===== src/rtl/rs_pkg.sv =====
// Shared GF(2^8) constants, RS(n,k) t=2 generator and encoder FSM encoding.
// Field polynomial 0x11D with alpha = 0x02.
package rs_pkg;

  typedef logic [7:0] sym_t;

  localparam logic [8:0] GF_POLY = 9'h11D;
  localparam int         N_PAR   = 4;

  localparam sym_t G0 = 8'h40;
  localparam sym_t G1 = 8'h78;
  localparam sym_t G2 = 8'h36;
  localparam sym_t G3 = 8'h0F;

  localparam logic [2:0] ST_IDLE = 3'b001;
  localparam logic [2:0] ST_DATA = 3'b010;
  localparam logic [2:0] ST_PAR  = 3'b100;

  localparam logic [1:0] PCNT_LAST = 2'(N_PAR - 1);

  function automatic sym_t gf_mul(input sym_t a, input sym_t b);
    sym_t p;
    sym_t x;
    p = '0;
    x = a;
    for (int i = 0; i < 8; i++) begin
      if (b[i]) p = p ^ x;
      x = x[7] ? ({x[6:0], 1'b0} ^ GF_POLY[7:0])
               : {x[6:0], 1'b0};
    end
    return p;
  endfunction

endpackage


===== src/rtl/gf2m8_cmul.sv =====
// Constant-coefficient GF(2^8) multiplier; folds to a small XOR network.
module gf2m8_cmul
  import rs_pkg::*;
#(
  parameter logic [7:0] COEF = 8'h01
) (
  input  logic [7:0] i_a,
  output logic [7:0] o_p
);

  assign o_p = gf_mul(i_a, COEF);

endmodule


===== src/rtl/s0_rs_enc.sv =====
// Systematic RS(K_SYM+4, K_SYM) encoder over GF(2^8), t=2.
// Data passes through registered; 4 parity symbols follow, high degree first.
module s0_rs_enc
  import rs_pkg::*;
#(
  parameter int K_SYM = 251
) (
  input  logic       clk,
  input  logic       rst,
  input  logic [7:0] din,
  input  logic       din_vld,
  output logic       din_rdy,
  output logic [7:0] dout,
  output logic       dout_vld,
  output logic       dout_sop,
  output logic       dout_eop,
  output logic       enc_busy
);

  logic [2:0] r_state;
  logic [7:0] r_cnt;
  logic [1:0] r_pcnt;
  sym_t       r_p0, r_p1, r_p2, r_p3;

  logic       w_acc;
  logic       w_clr;
  logic       w_last;
  logic [7:0] w_cnt_nx;
  sym_t       w_fb;
  sym_t       w_m0, w_m1, w_m2, w_m3;

  assign din_rdy  = ~r_state[2];
  assign enc_busy = ~r_state[0];
  assign w_acc    = din_vld & din_rdy;

  // In IDLE the LFSR is treated as zero so a new codeword never sees stale state
  assign w_clr    = r_state[0];
  assign w_fb     = din ^ (w_clr ? 8'h00 : r_p3);
  assign w_cnt_nx = w_clr ? 8'd1 : r_cnt + 8'd1;
  assign w_last   = (w_cnt_nx == 8'(K_SYM));

  gf2m8_cmul #(.COEF(G0)) u_m0 (.i_a(w_fb), .o_p(w_m0));
  gf2m8_cmul #(.COEF(G1)) u_m1 (.i_a(w_fb), .o_p(w_m1));
  gf2m8_cmul #(.COEF(G2)) u_m2 (.i_a(w_fb), .o_p(w_m2));
  gf2m8_cmul #(.COEF(G3)) u_m3 (.i_a(w_fb), .o_p(w_m3));

  always_ff @(posedge clk) begin
    if (rst) begin
      r_state  <= ST_IDLE;
      r_cnt    <= '0;
      r_pcnt   <= '0;
      r_p0     <= '0;
      r_p1     <= '0;
      r_p2     <= '0;
      r_p3     <= '0;
      dout     <= '0;
      dout_vld <= 1'b0;
      dout_sop <= 1'b0;
      dout_eop <= 1'b0;
    end else begin
      dout_vld <= 1'b0;
      dout_sop <= 1'b0;
      dout_eop <= 1'b0;
      unique case (1'b1)
        r_state[0], r_state[1]: begin
          if (w_acc) begin
            dout     <= din;
            dout_vld <= 1'b1;
            dout_sop <= r_state[0];
            r_cnt    <= w_cnt_nx;
            r_p3     <= (w_clr ? 8'h00 : r_p2) ^ w_m3;
            r_p2     <= (w_clr ? 8'h00 : r_p1) ^ w_m2;
            r_p1     <= (w_clr ? 8'h00 : r_p0) ^ w_m1;
            r_p0     <= w_m0;
            r_pcnt   <= '0;
            r_state  <= w_last ? ST_PAR : ST_DATA;
          end
        end
        r_state[2]: begin
          dout     <= r_p3;
          dout_vld <= 1'b1;
          r_p3     <= r_p2;
          r_p2     <= r_p1;
          r_p1     <= r_p0;
          r_p0     <= '0;
          r_pcnt   <= r_pcnt + 2'd1;
          if (r_pcnt == PCNT_LAST) begin
            dout_eop <= 1'b1;
            r_state  <= ST_IDLE;
          end
        end
        default: r_state <= ST_IDLE;
      endcase
    end
  end

endmodule


===== config.mk =====
export PLATFORM = sky130hd
export DESIGN_NAME = s0_rs_enc
export DESIGN_NICKNAME = d
export VERILOG_FILES = /design/src/rtl/rs_pkg.sv /design/src/rtl/gf2m8_cmul.sv /design/src/rtl/s0_rs_enc.sv
export SDC_FILE = /design/constraint.sdc
export NUM_CORES = 1
export LEC_CHECK = 0
export ABC_AREA = 0
export BUFFER_PORTS_ARGS = -buffer_cell sky130_fd_sc_hd__buf_2
export CAP_MARGIN = 20
export CORE_UTILIZATION = 50
export CTS_BUF_LIST = sky130_fd_sc_hd__clkbuf_8
export CTS_CLUSTER_DIAMETER = 80
export CTS_CLUSTER_SIZE = 20
export DETAILED_ROUTE_END_ITERATION = 10
export HOLD_SLACK_MARGIN = 0.08
export PLACE_DENSITY = 0.77
export SYNTH_ARGS = -nofsm -noshare
export SYNTH_HDL_FRONTEND = slang
export SYNTH_SLANG_ARGS = --single-unit

===== constraint.sdc =====
create_clock -name clk -period 2.5 [get_ports clk]
set_input_delay 0.25 -clock clk [delete_from_list [all_inputs] [get_ports clk]]
set_output_delay 0.25 -clock clk [all_outputs]
set_load 0.03 [all_outputs]

# Word level (Yosys, flattened, before mapping)
# Index checks and enable logic that the tools add are counted.
# classes
n_addsub,2
n_eq_ne,4
mux,30
n_bitwise,24
n_reduce_logical,7
# op_table
op,n
8-bit bitwise XOR,13
8-bit 2-to-1 mux,10
8-bit one-hot mux with 2 select lines,5
5-bit 2-to-1 mux,6
4-bit inverter,6
3-bit 2-to-1 mux,3
"8-bit by 1-bit adder with 8-bit output, second input constant",1
"8-bit == test, second input constant",1
3-bit one-hot mux with 2 select lines,1
2-bit AND reduction,3
1-bit inverter,4
2-bit one-hot mux with 2 select lines,1
2-bit OR reduction,2
3-bit OR reduction,1
"2-bit by 1-bit adder with 2-bit output, second input constant",1
"2-bit == test, second input constant",1
1-bit 2-to-1 mux,2
2-bit 2-to-1 mux,1
"2-bit by 1-bit inequality test with 1-bit output, second input constant",1
"2-bit inequality test, second input constant",1
1-bit one-hot mux with 2 select lines,1
2-bit nonzero test,1
1-bit bitwise AND,1
# word_totals
register_bits,56
in_bits,11
elab_cells,79

# Longest topological paths before layout
# Gate-level depths: netlist of run 1.
# logic_depth
depth_word,18
mapped_depth,8

# By module
# Synthesis of run 1 repeated with hierarchy kept, for this count alone.
# unflattened
hier_cells,421
area_unflattened_um2,3592.2
# modules_own_cells
module,instances,cells_each,area_per_inst_um2,seq_area_each_um2
s0_rs_enc,1,360,2850.2,1121.1
gf2m8_cmul at u_m1,1,17,265.3,0.0
gf2m8_cmul at u_m3,1,15,193.9,0.0
gf2m8_cmul at u_m2,1,14,143.9,0.0
gf2m8_cmul at u_m0,1,15,138.9,0.0

# Worst setup path after synthesis of run 1
# OpenSTA, ideal clock, no wires.
# synth_path
path_type,reg-to-reg
from,reg r_p3[6]
to,reg r_p2[4]
setup_ps,127
arrival_time_ps,2299
t_required_ps,2373
slack_ps,74
stages_incl_launch_ff,9
path_buffers,1
cell_sequence,dfxtp_1 buf_2 xnor2_1 nor2_1 xnor2_4 xor3_1 xnor3_1 nand4b_1 or3b_1
# synth_via
elab_chain_len,12
elab_cells_between_ends,13
# synth_rtl
item,line,text
"start, declared",s0_rs_enc.sv:23,"sym_t r_p0, r_p1, r_p2, r_p3;"
"start signal, assigned",s0_rs_enc.sv:71,r_p3 <= (w_clr ? 8'h00 : r_p2) ^ w_m3;
"start signal, assigned",s0_rs_enc.sv:82,r_p3 <= r_p2;
8-bit 2-to-1 mux (*),s0_rs_enc.sv:38,assign w_fb = din ^ (w_clr ? 8'h00 : r_p3);
8-bit bitwise XOR (*),s0_rs_enc.sv:38,
5-bit 2-to-1 mux (*),rs_pkg.sv:28,"x = x[7] ? ({x[6:0], 1'b0} ^ GF_POLY[7:0])"
4-bit inverter (no line),-,
5-bit 2-to-1 mux,rs_pkg.sv:28,
4-bit inverter (no line),-,
5-bit 2-to-1 mux,rs_pkg.sv:28,
8-bit bitwise XOR (*) (2 in a row),rs_pkg.sv:27,if (b[i]) p = p ^ x;
8-bit bitwise XOR (*),s0_rs_enc.sv:72,r_p2 <= (w_clr ? 8'h00 : r_p1) ^ w_m2;
8-bit 2-to-1 mux (*),s0_rs_enc.sv:66,if (w_acc) begin
8-bit one-hot mux with 2 select lines (*),s0_rs_enc.sv:64,unique case (1'b1)
"end signal, assigned",s0_rs_enc.sv:72,
"end signal, assigned",s0_rs_enc.sv:83,r_p2 <= r_p1;
"end, declared",s0_rs_enc.sv:23,
# Mark *: on every way between the ends. The rest lies on a longest branch, timed or not. The select of a mux whose other input is x is not followed.
# A chain may end at the register's enable or synchronous reset.

# Worst setup path after layout of run 1
# layout_path
from,reg r_p3[7]
to,reg r_p2[5]
# The elaborated chain is that of the path after synthesis.

==> impl.org, run 1 <==
** Run status
- Status :: complete, no violations

** Placed design
- Gpl congestion :: ~0.90
- In this run the tool buffered the top-level ports with 23 buffer cells.
- Final HPWL from detailed placement :: about 6.8 mm
- The number of placed instances, taps included, is 549.

** Critical path
- CP Data Required Time :: around 2.7 ns
- Number of cells on the worst reg-to-reg path :: 8
- Crit path capture type :: register
- Crit Path Max Fanout :: 7
- Startpoint-to-endpoint class of the critical path :: register to register
- For the worst setup path, the data arrival time is 2.65 ns.
- Across all register-to-register paths, the minimum setup slack is 0.08 ns.
- The critical path ends at r_p2[5].
- The worst setup path is launched from a register.
- Launch point of the worst path :: r_p3[7]
- The endpoint identified for the worst register-to-register timing path is r_p2[5].
- Reg-to-reg critical path startpoint :: r_p3[7]

** Pwr
- Power density normalized to cell area :: between 700 and 800 mW/mm^2
- Worst IR Drop VDD :: 0.275 mV
- Reported leakage power :: 1.65 nW
- Total power of the final layout :: 3.13 mW

** STA
- The max-slew violation count came to 0.
- Fin crit share :: 96.7%
- Setup repair after global routing could not meet its margin everywhere.
- Derived from the worst setup path, the maximum achievable clock frequency is 414 MHz.
- Final count of hold timing violations :: 0
- Across all hold checks on the routed design, the worst slack comes to slightly above 0.3 ns.
- Time the final worst path needs with I/O delays and setup :: 2.42 ns
- Setup Skew :: between 0.015 and 0.02 ns
- Transition time of the tightest slew-check pin :: 0.595 ns
- Setup violations remaining at the end of the flow were counted as 0.
- Measured against its own limit, the worst slew margin works out to 60.3%.

** Die
- The initial utilization of the core area, before any placement, comes to 53.0%.
- The floorplan step defined a core boundary enclosing 0.00694 sq mm.
- Area enclosed by the die boundary :: approximately 0.0077 sq mm
- Die X-Extent :: 87.8 microns
- I/O pin count :: 24
- Overall die height :: just under 90 microns
- The floorplan has 30 rows.

** Cells and area
- The number of antenna diodes in the final layout is 0.
- Area added between synthesis and finish :: 12.4%
- Share of the core filled with cells :: just under 60%
- Summing all flip-flop and latch instances after layout gives approximately 0.0011 sq mm.
- The post-route netlist has 15.2% of its cells at a drive strength greater than 1.
- # fillers :: between 600 and 700
- Summing all multi-input logic gate instances after layout gives 0.00241 sq mm.
- For this run, the number of standard cells in the final layout without fillers is 557.
- For this run, the post-layout net count is ~470.

** Global routing
- The number of antenna violations at the first check in global routing came to 0.
- Largest net degree at the start of global routing :: 33
- Total global routing track utilization :: approximately 25%
- Wire length of the first global-routing pass :: 14.9 mm
- The via count of the first global-routing pass is 2967.
- After global routing the overflow that remains totals 0.

** Drt
- The count of nets left with antenna violations once routing finished came out at 0.
- Avg Vias per Cell :: 5.85
- For this run, the detailed router's first-pass iteration total came to 5.
- Wire length per cell after detailed routing :: 16.6 microns
- Iteration-0 DRC count of the detailed router :: around 260
- Number of design rule violations left after detail routing :: 0
- Total via count after detailed routing :: 3258
- Total wire length after detailed routing :: 9.24 mm

** Clocking
- Worst skew pair latency :: 0.32 ns
- Clk Tree Root Cell :: sky130_fd_sc_hd__clkbuf_8
- Clock transition at the registers of the reported paths :: 0.11 ns
- The clock passes through at most 2 buffers.
- Clk sinks :: 56
- The H-tree generated during clock tree synthesis spans 2 levels.
- TritonCTS buffer count :: 5
- CTS tree :: built
- Post-CTS timing repair inserted 0 buffers for setup.

** Logic synthesis
- Post-Synthesis Cells :: about 430
- For this run, the register share of the synthesized area comes to 30.5%.
- When the netlist entered floorplanning its net count stood at 447.
- The mapped netlist covers 0.00368 sq mm.
- In the synthesized netlist the async set-or-reset flop fraction comes to 0%.
- #FFs+latches synth :: 56
- Library cells used by synthesis :: 53
- Synthesized area per cell :: between 8 and 9 sq um
- Top FF cell, synth :: sky130_fd_sc_hd__dfxtp_1
- During synthesis, Yosys emitted a total of 0 warnings.
- Number of enable flip-flop cells after synthesis :: 0

** Run
- Max-cap violations in this run came to 0.

** Min path
- The path class of the tightest hold or removal check is primary input to register.
## how the worst min path moves through the flow
| stage | from | to | slack (ns) | cells past startpoint |
|---|---|---|---|---|
| finish | din[7] | dout[7] | 0.31 | 3 |
| global route | din[2] | dout[2] | 0.32 | 3 |
| CTS | din[7] | dout[7] | 0.30 | 3 |
| detailed placement | r_p1[3] | r_p1[3] | 0.45 | 2 |
| global placement | r_p1[3] | r_p1[3] | 0.44 | 2 |
| floorplan | r_p1[3] | r_p1[3] | 0.43 | 2 |
## metal layers
layer / global-route usage, % / vias to the layer above / routed length, microns / share of wire [%]
met3: 3.77 / 19 / 427 / 4.6
li1: - / 1573 / - / -
met5: 0 / - / 0 / 0
met2: 43.8 / 103 / 4540 / 49
met4: 8.20 / 0 / 195 / 2.1
met1: 32.4 / 1563 / 4070 / 44
## logic make-up after synthesis
| family | after synthesis | synth area share (%) |
|---|---|---|
| AND/OR/NAND/NOR | 137 | 17.0 |
| adder cells (fa/ha/maj) | 2 | 0.680 |
| AO/OA/AOI/OAI | 104 | 19.0 |
| flip-flops | 56 | 30.5 |
| XOR/XNOR | 85 | 25.9 |
| buffers and inverters | 41 | 4.39 |
| multiplexers | 9 | 2.45 |
## synthesized netlist by cell type (2+ instances only)
master,instances,area [sq um]
sky130_fd_sc_hd__buf_2,6,30.0
sky130_fd_sc_hd__nor3_1,10,50.1
sky130_fd_sc_hd__nand3_1,5,25.0
sky130_fd_sc_hd__a31oi_1,4,25.0
sky130_fd_sc_hd__and2_1,3,18.8
sky130_fd_sc_hd__nor2b_1,7,43.8
sky130_fd_sc_hd__nor4_1,3,18.8
sky130_fd_sc_hd__xor2_1,30,263
sky130_fd_sc_hd__a311oi_1,8,70.1
sky130_fd_sc_hd__nand3b_1,2,15.0
sky130_fd_sc_hd__clkbuf_1,28,105
sky130_fd_sc_hd__o21ai_1,3,15.0
sky130_fd_sc_hd__a21oi_1,29,145
sky130_fd_sc_hd__nand2_1,30,113
sky130_fd_sc_hd__o211a_1,2,20.0
sky130_fd_sc_hd__mux2i_1,9,90.1
sky130_fd_sc_hd__o221ai_1,3,26.3
sky130_fd_sc_hd__inv_1,4,15.0
sky130_fd_sc_hd__nand4_1,3,18.8
sky130_fd_sc_hd__o211ai_1,3,22.5
sky130_fd_sc_hd__dfxtp_1,56,1120
sky130_fd_sc_hd__and3_1,3,18.8
sky130_fd_sc_hd__o21ai_0,9,45.0
sky130_fd_sc_hd__xnor2_1,40,350
sky130_fd_sc_hd__or3_1,3,18.8
sky130_fd_sc_hd__o21a_1,2,15.0
sky130_fd_sc_hd__nand4b_1,2,17.5
sky130_fd_sc_hd__a22oi_1,8,60.1
sky130_fd_sc_hd__ha_1,2,25.0
sky130_fd_sc_hd__a211o_1,4,35.0
sky130_fd_sc_hd__xnor3_1,9,203
sky130_fd_sc_hd__xor3_1,3,71.3
sky130_fd_sc_hd__nor2_1,60,225
sky130_fd_sc_hd__o22ai_1,2,12.5
sky130_fd_sc_hd__a211oi_1,21,158
## cells in the final DEF, fill, tap and decap left out, drive strengths merged, types with 4 or more instances in the layout
cell,synthesis,final
nor3,10,10
inv,5,6
a31oi,4,4
xor2,31,31
xnor2,41,41
nand3,5,5
o21ai,12,12
nor2,61,61
a211oi,21,21
a21oi,29,29
a22oi,8,8
mux2i,9,9
clkbuf,28,6
a211o,4,4
xnor3,10,10
a311oi,8,8
nand2,30,30
nor2b,7,7
buf,7,54
dfxtp,56,56
## worst max-delay path, stage by stage, from the launching register on
cell and delay [ns]:
sky130_fd_sc_hd__dfxtp_1 0.36, sky130_fd_sc_hd__xnor2_1 0.13, sky130_fd_sc_hd__nor2_1 0.27, sky130_fd_sc_hd__xnor2_4 0.16, sky130_fd_sc_hd__buf_4 0.22, sky130_fd_sc_hd__xor2_2 0.29
sky130_fd_sc_hd__xor3_1 0.41, sky130_fd_sc_hd__a211o_1 0.24, sky130_fd_sc_hd__a311oi_1 0.25
## power by group
group | switching, mW | internal, mW | total [mW] | leakage, nW
sequential | 0.101 | 1.01 | 1.11 | 0.461
combinational | 0.759 | 0.728 | 1.49 | 1.14
clock | 0.308 | 0.228 | 0.536 | 0.0516
total | 1.17 | 1.96 | 3.13 | 1.65
## registers in the layout, indices dropped and copies added, names as in the netlist
register  cells
r_pcnt        2
dout_sop      1
dout_eop      1
r_p1          8
r_p3          8
r_p2          8
r_state       3
r_p0          8
dout          8
dout_vld      1
r_cnt         8
## repair_timing
| action | 4_1_cts | 5_1_grt |
|---|---|---|
| endpoints found under the setup margin | 0 | 5 |
| hold buffers | 0 | 0 |
| resized for setup | 0 | 3 |
| hold endpoints to repair | 0 | 0 |
## area by class of cell
cell class,count,area share (%)
Multi-Input combinational cell,337,58.3
Sequential cell,56,27.1
Timing Repair Buffer,54,8.80
Tap cell,96,2.90
Clock buffer,6,2.00
Inverter,6,0.544
Clock inverter,2,0.333
## through the flow
stage | area [sq um] | worst slack, ns | setup TNS, ns
after global routing | 4140 | -0.0573 | -0.139
after CTS | 4120 | 0.0427 | 0
after detailed placement | 4020 | 0.0365 | 0
final | 4140 | 0.0820 | 0
after global placement | 4020 | 0.126 | 0
after floorplan | 3680 | 0.0739 | 0
(Power assumes the default switching activity.)
==> run 2, diff against run 1 <==
--- a/config.mk
+++ b/config.mk
@@ -8,6 +8,7 @@
 export ABC_AREA = 0
 export BUFFER_PORTS_ARGS = -buffer_cell sky130_fd_sc_hd__buf_2
 export CAP_MARGIN = 20
+export CORE_ASPECT_RATIO = 1.25
 export CORE_UTILIZATION = 50
 export CTS_BUF_LIST = sky130_fd_sc_hd__clkbuf_8
 export CTS_CLUSTER_DIAMETER = 80
==> run 2 against run 1 <==
Worst hold slack gained 0.0033 ns. Combinational power is essentially flat. Sequential cell count is the same. Register-to-register slack got worse by 0.03 ns. Critical endpoint is now r_p2[4]. Largest power group unchanged. Highest routed layer unchanged.
==> impl.org, run 2 (same netlist as run 1, synthesis figures left out) <==
** Cells and area
- Commonest non-fill, non-tap cell in the layout :: sky130_fd_sc_hd__nor2_1 (unchanged)
- The ratio of cells with drive above 1 in the final layout came to 15.8% (was 15.2%).
- Area added between synthesis and finish :: 12.4% (unchanged)
- Top library cells by usage in the layout, fill and taps aside :: 58 x sky130_fd_sc_hd__nor2_1, 56 x sky130_fd_sc_hd__dfxtp_1, 37 x sky130_fd_sc_hd__xnor2_1 (was 60 x sky130_fd_sc_hd__nor2_1, 56 x sky130_fd_sc_hd__dfxtp_1, 39 x sky130_fd_sc_hd__xnor2_1)
- The filler-free cell count of the finished design is 547 (was 557).
- The count of nets after finishing came to 469 (was 473).
- The count of antenna diodes in the layout was 0 (unchanged).

** Global routing
- The sum of overflow across all layers after global routing was 0 (unchanged).
- Number of antenna violations at the first check in global routing :: 0 (unchanged)
- The via count of the first global-routing pass is 3043 (was 2967).
- Largest net degree at the start of global routing :: 54 (was 33)
- The all-layer global routing usage was 24.8% (was 25.4%).
- Wire length of the first global-routing pass :: 15.0 mm (was 14.9 mm)

** Drt
- Wire length per cell after detailed routing :: 16.5 microns (was 16.6 microns)
- Number of nets still failing antenna checks after routing :: 0 (unchanged)
- Avg Vias per Cell :: 5.85 (about the same)
- The final wirelength is 9.04 mm (was 9.24 mm).
- Total via count after detailed routing :: 3199 (was 3258)
- Iteration-0 DRC count of the detailed router :: 178 (was 264)
- The post-detailed-route DRC marker count came to 0 (unchanged).
- The number of iterations in the first detailed-routing pass was 5 (unchanged).

** Die
- The vertical die dimension is 97.9 microns (was 87.8 microns).
- Die X-Extent :: 78.7 microns (was 87.8 microns)
- The number of rows in the core area came to 34 (was 30).
- The initial cell density of the core came to 52.4% (was 53.0%).
- I/O pin count :: 24 (unchanged)
- The total core area came to 0.00702 sq mm (was 0.00694 sq mm).
- The area of the die is 0.00771 sq mm (about the same).

** Clocking
- The number of buffers created by CTS is 5 (unchanged).
- CTS tree :: built (unchanged)
- Clock transition at the registers of the reported paths :: 0.11 ns (about the same)
- Clk Tree Root Cell :: sky130_fd_sc_hd__clkbuf_8 (unchanged)
- The H-tree depth was 2 (unchanged).
- The number of sinks handled by clock tree synthesis came to 56 (unchanged).
- Worst skew pair latency :: 0.32 ns (about the same)
- Maximum number of buffers from clock root to sink :: 2 (unchanged)

** STA
- The setup slack of the critical path after layout came to 0.0546 ns (was 0.0820 ns).
- Final count of pins violating max slew :: 0 (unchanged)
- The shortest clock period the worst path allows after layout is 2.45 ns (was 2.42 ns).
- Worst slew margin relative to its limit :: 49.4% (was 60.3%)
- The highest achievable clock rate was 409 MHz (was 414 MHz).
- The number of hold violations in the final report came to 0 (unchanged).
- The share of the clock period used by the worst path was 97.8% (was 96.7%).
- The actual transition at the worst max-transition pin came to 0.759 ns (was 0.595 ns).
- Setup Skew :: 0.00747 ns (was 0.0199 ns)
- RSZ-0062 raised after global routing: true (unchanged).
- The setup TNS was 0 ns (unchanged).
- The number of failing setup endpoints in the final timing report is 0 (unchanged).

** Critical path
- The data required time at the worst endpoint came to 2.70 ns (was 2.73 ns).
- Data arrival at the endpoint of the critical path :: 2.65 ns (about the same)
- The startpoint kind of the worst setup timing path was a register (unchanged).
- The endpoint kind of the worst setup timing path is a register (unchanged).
- Startpoint-to-endpoint class of the critical path :: register to register (unchanged)
- The peak fanout along the critical path came to 3 (was 7).

** Placed design
- The post-detailed-placement half-perimeter wirelength came to 6.47 mm (was 6.79 mm).
- Gpl congestion :: 0.880 (was 0.900)
- The count of input and output buffers is 23 (unchanged).
- Setup WS pre-CTS :: 0.0210 ns (was 0.0365 ns)
- Dpl cells :: 539 (was 549)

** Run status
- Status: complete, no violations (unchanged).

** Pwr
- Reported leakage power :: 1.64 nW (was 1.65 nW)
- Power density normalized to cell area :: 756 mW/mm^2 (was 757 mW/mm^2)
- The maximum VDD drop is 0.280 mV (was 0.275 mV).

** Run
- The total of max-cap violations was 0 (unchanged).

** Min path
- Min-Delay Path Class :: primary input to register (unchanged)
-- run 2: cell types whose count changed in the layout (fill, tap and decap cells not counted) --
cell	before	now
sky130_fd_sc_hd__clkbuf_8	6	5
sky130_fd_sc_hd__nor2_2	1	2
sky130_fd_sc_hd__xor2_2	2	3
sky130_fd_sc_hd__xor3_1	3	2
sky130_fd_sc_hd__buf_12	1	2
sky130_fd_sc_hd__xnor2_1	39	37
sky130_fd_sc_hd__buf_4	29	25
sky130_fd_sc_hd__buf_6	1	0
sky130_fd_sc_hd__clkinv_4	0	1
sky130_fd_sc_hd__nor2_4	0	1
sky130_fd_sc_hd__xor3_2	0	1
sky130_fd_sc_hd__xnor2_2	1	3
sky130_fd_sc_hd__xor2_1	29	28
sky130_fd_sc_hd__nor2_1	60	58
-- run 2: worst max-delay path: stages (launching register included) --
cell and delay (ns):
sky130_fd_sc_hd__dfxtp_1 0.37, sky130_fd_sc_hd__nor2b_1 0.22, sky130_fd_sc_hd__xnor2_2 0.16, sky130_fd_sc_hd__xnor3_2 0.31, sky130_fd_sc_hd__xor3_1 0.39, sky130_fd_sc_hd__xnor3_1 0.39, sky130_fd_sc_hd__nand4b_1 0.10, sky130_fd_sc_hd__or3b_1 0.38
-- run 2: worst paths after layout --
check	end	slack (ns)	from	cells after the start
hold / removal	dout[3]	0.31	din[3]	3
hold reg to reg	r_cnt[1]	0.48	r_cnt[1]	2
setup reg to reg	r_p2[4]	0.05	r_p3[2]	7
setup / recovery	r_p2[4]	0.05	r_p3[2]	7
-- run 2: timing repair --
item | 4_1_cts | 5_1_grt
setup endpoints to repair | 0 | 6
setup buffers | 0 | 0
hold buffers | 0 | 0
resized for setup | 0 | 9
endpoints found under the hold margin | 0 | 0
-- run 2: per-stage QoR --
| step | utilization (%) | power, mW | area (sq um) | hold WS [ns] |
|---|---|---|---|---|
| floorplan | - | 2.23 | 3680 | 0.432 |
| global placement | 56.9 | 2.55 | 4000 | 0.460 |
| detailed placement | 56.9 | 2.58 | 4000 | 0.468 |
| CTS | 58.2 | 3.12 | 4090 | 0.309 |
| global route | 58.9 | 3.32 | 4140 | 0.338 |
| finish | 58.9 | 3.13 | 4140 | 0.310 |
-- run 2: per-layer routing --
layer	GRT usage (%)	routed length (microns)	share of wire, %
met4	11.4	318	3.5
met3	3.74	428	4.7
met5	0	0	0
met2	41.7	4470	50
met1	30.8	3820	42
-- run 2: area by class of cell --
type / instances / area (sq um)
Timing Repair Buffer: 50 / 343
Clock inverter: 3 / 22.5
Fill cell: 619 / 2880
Inverter: 6 / 22.5
Clock buffer: 5 / 68.8
Multi-Input combinational cell: 337 / 2450
Tap cell: 90 / 113
Sequential cell: 56 / 1120
-- run 2: power by group --
part           internal [mW]  switching (mW)
Clock                  0.202           0.326
Sequential              1.01           0.102
Combinational          0.740           0.749
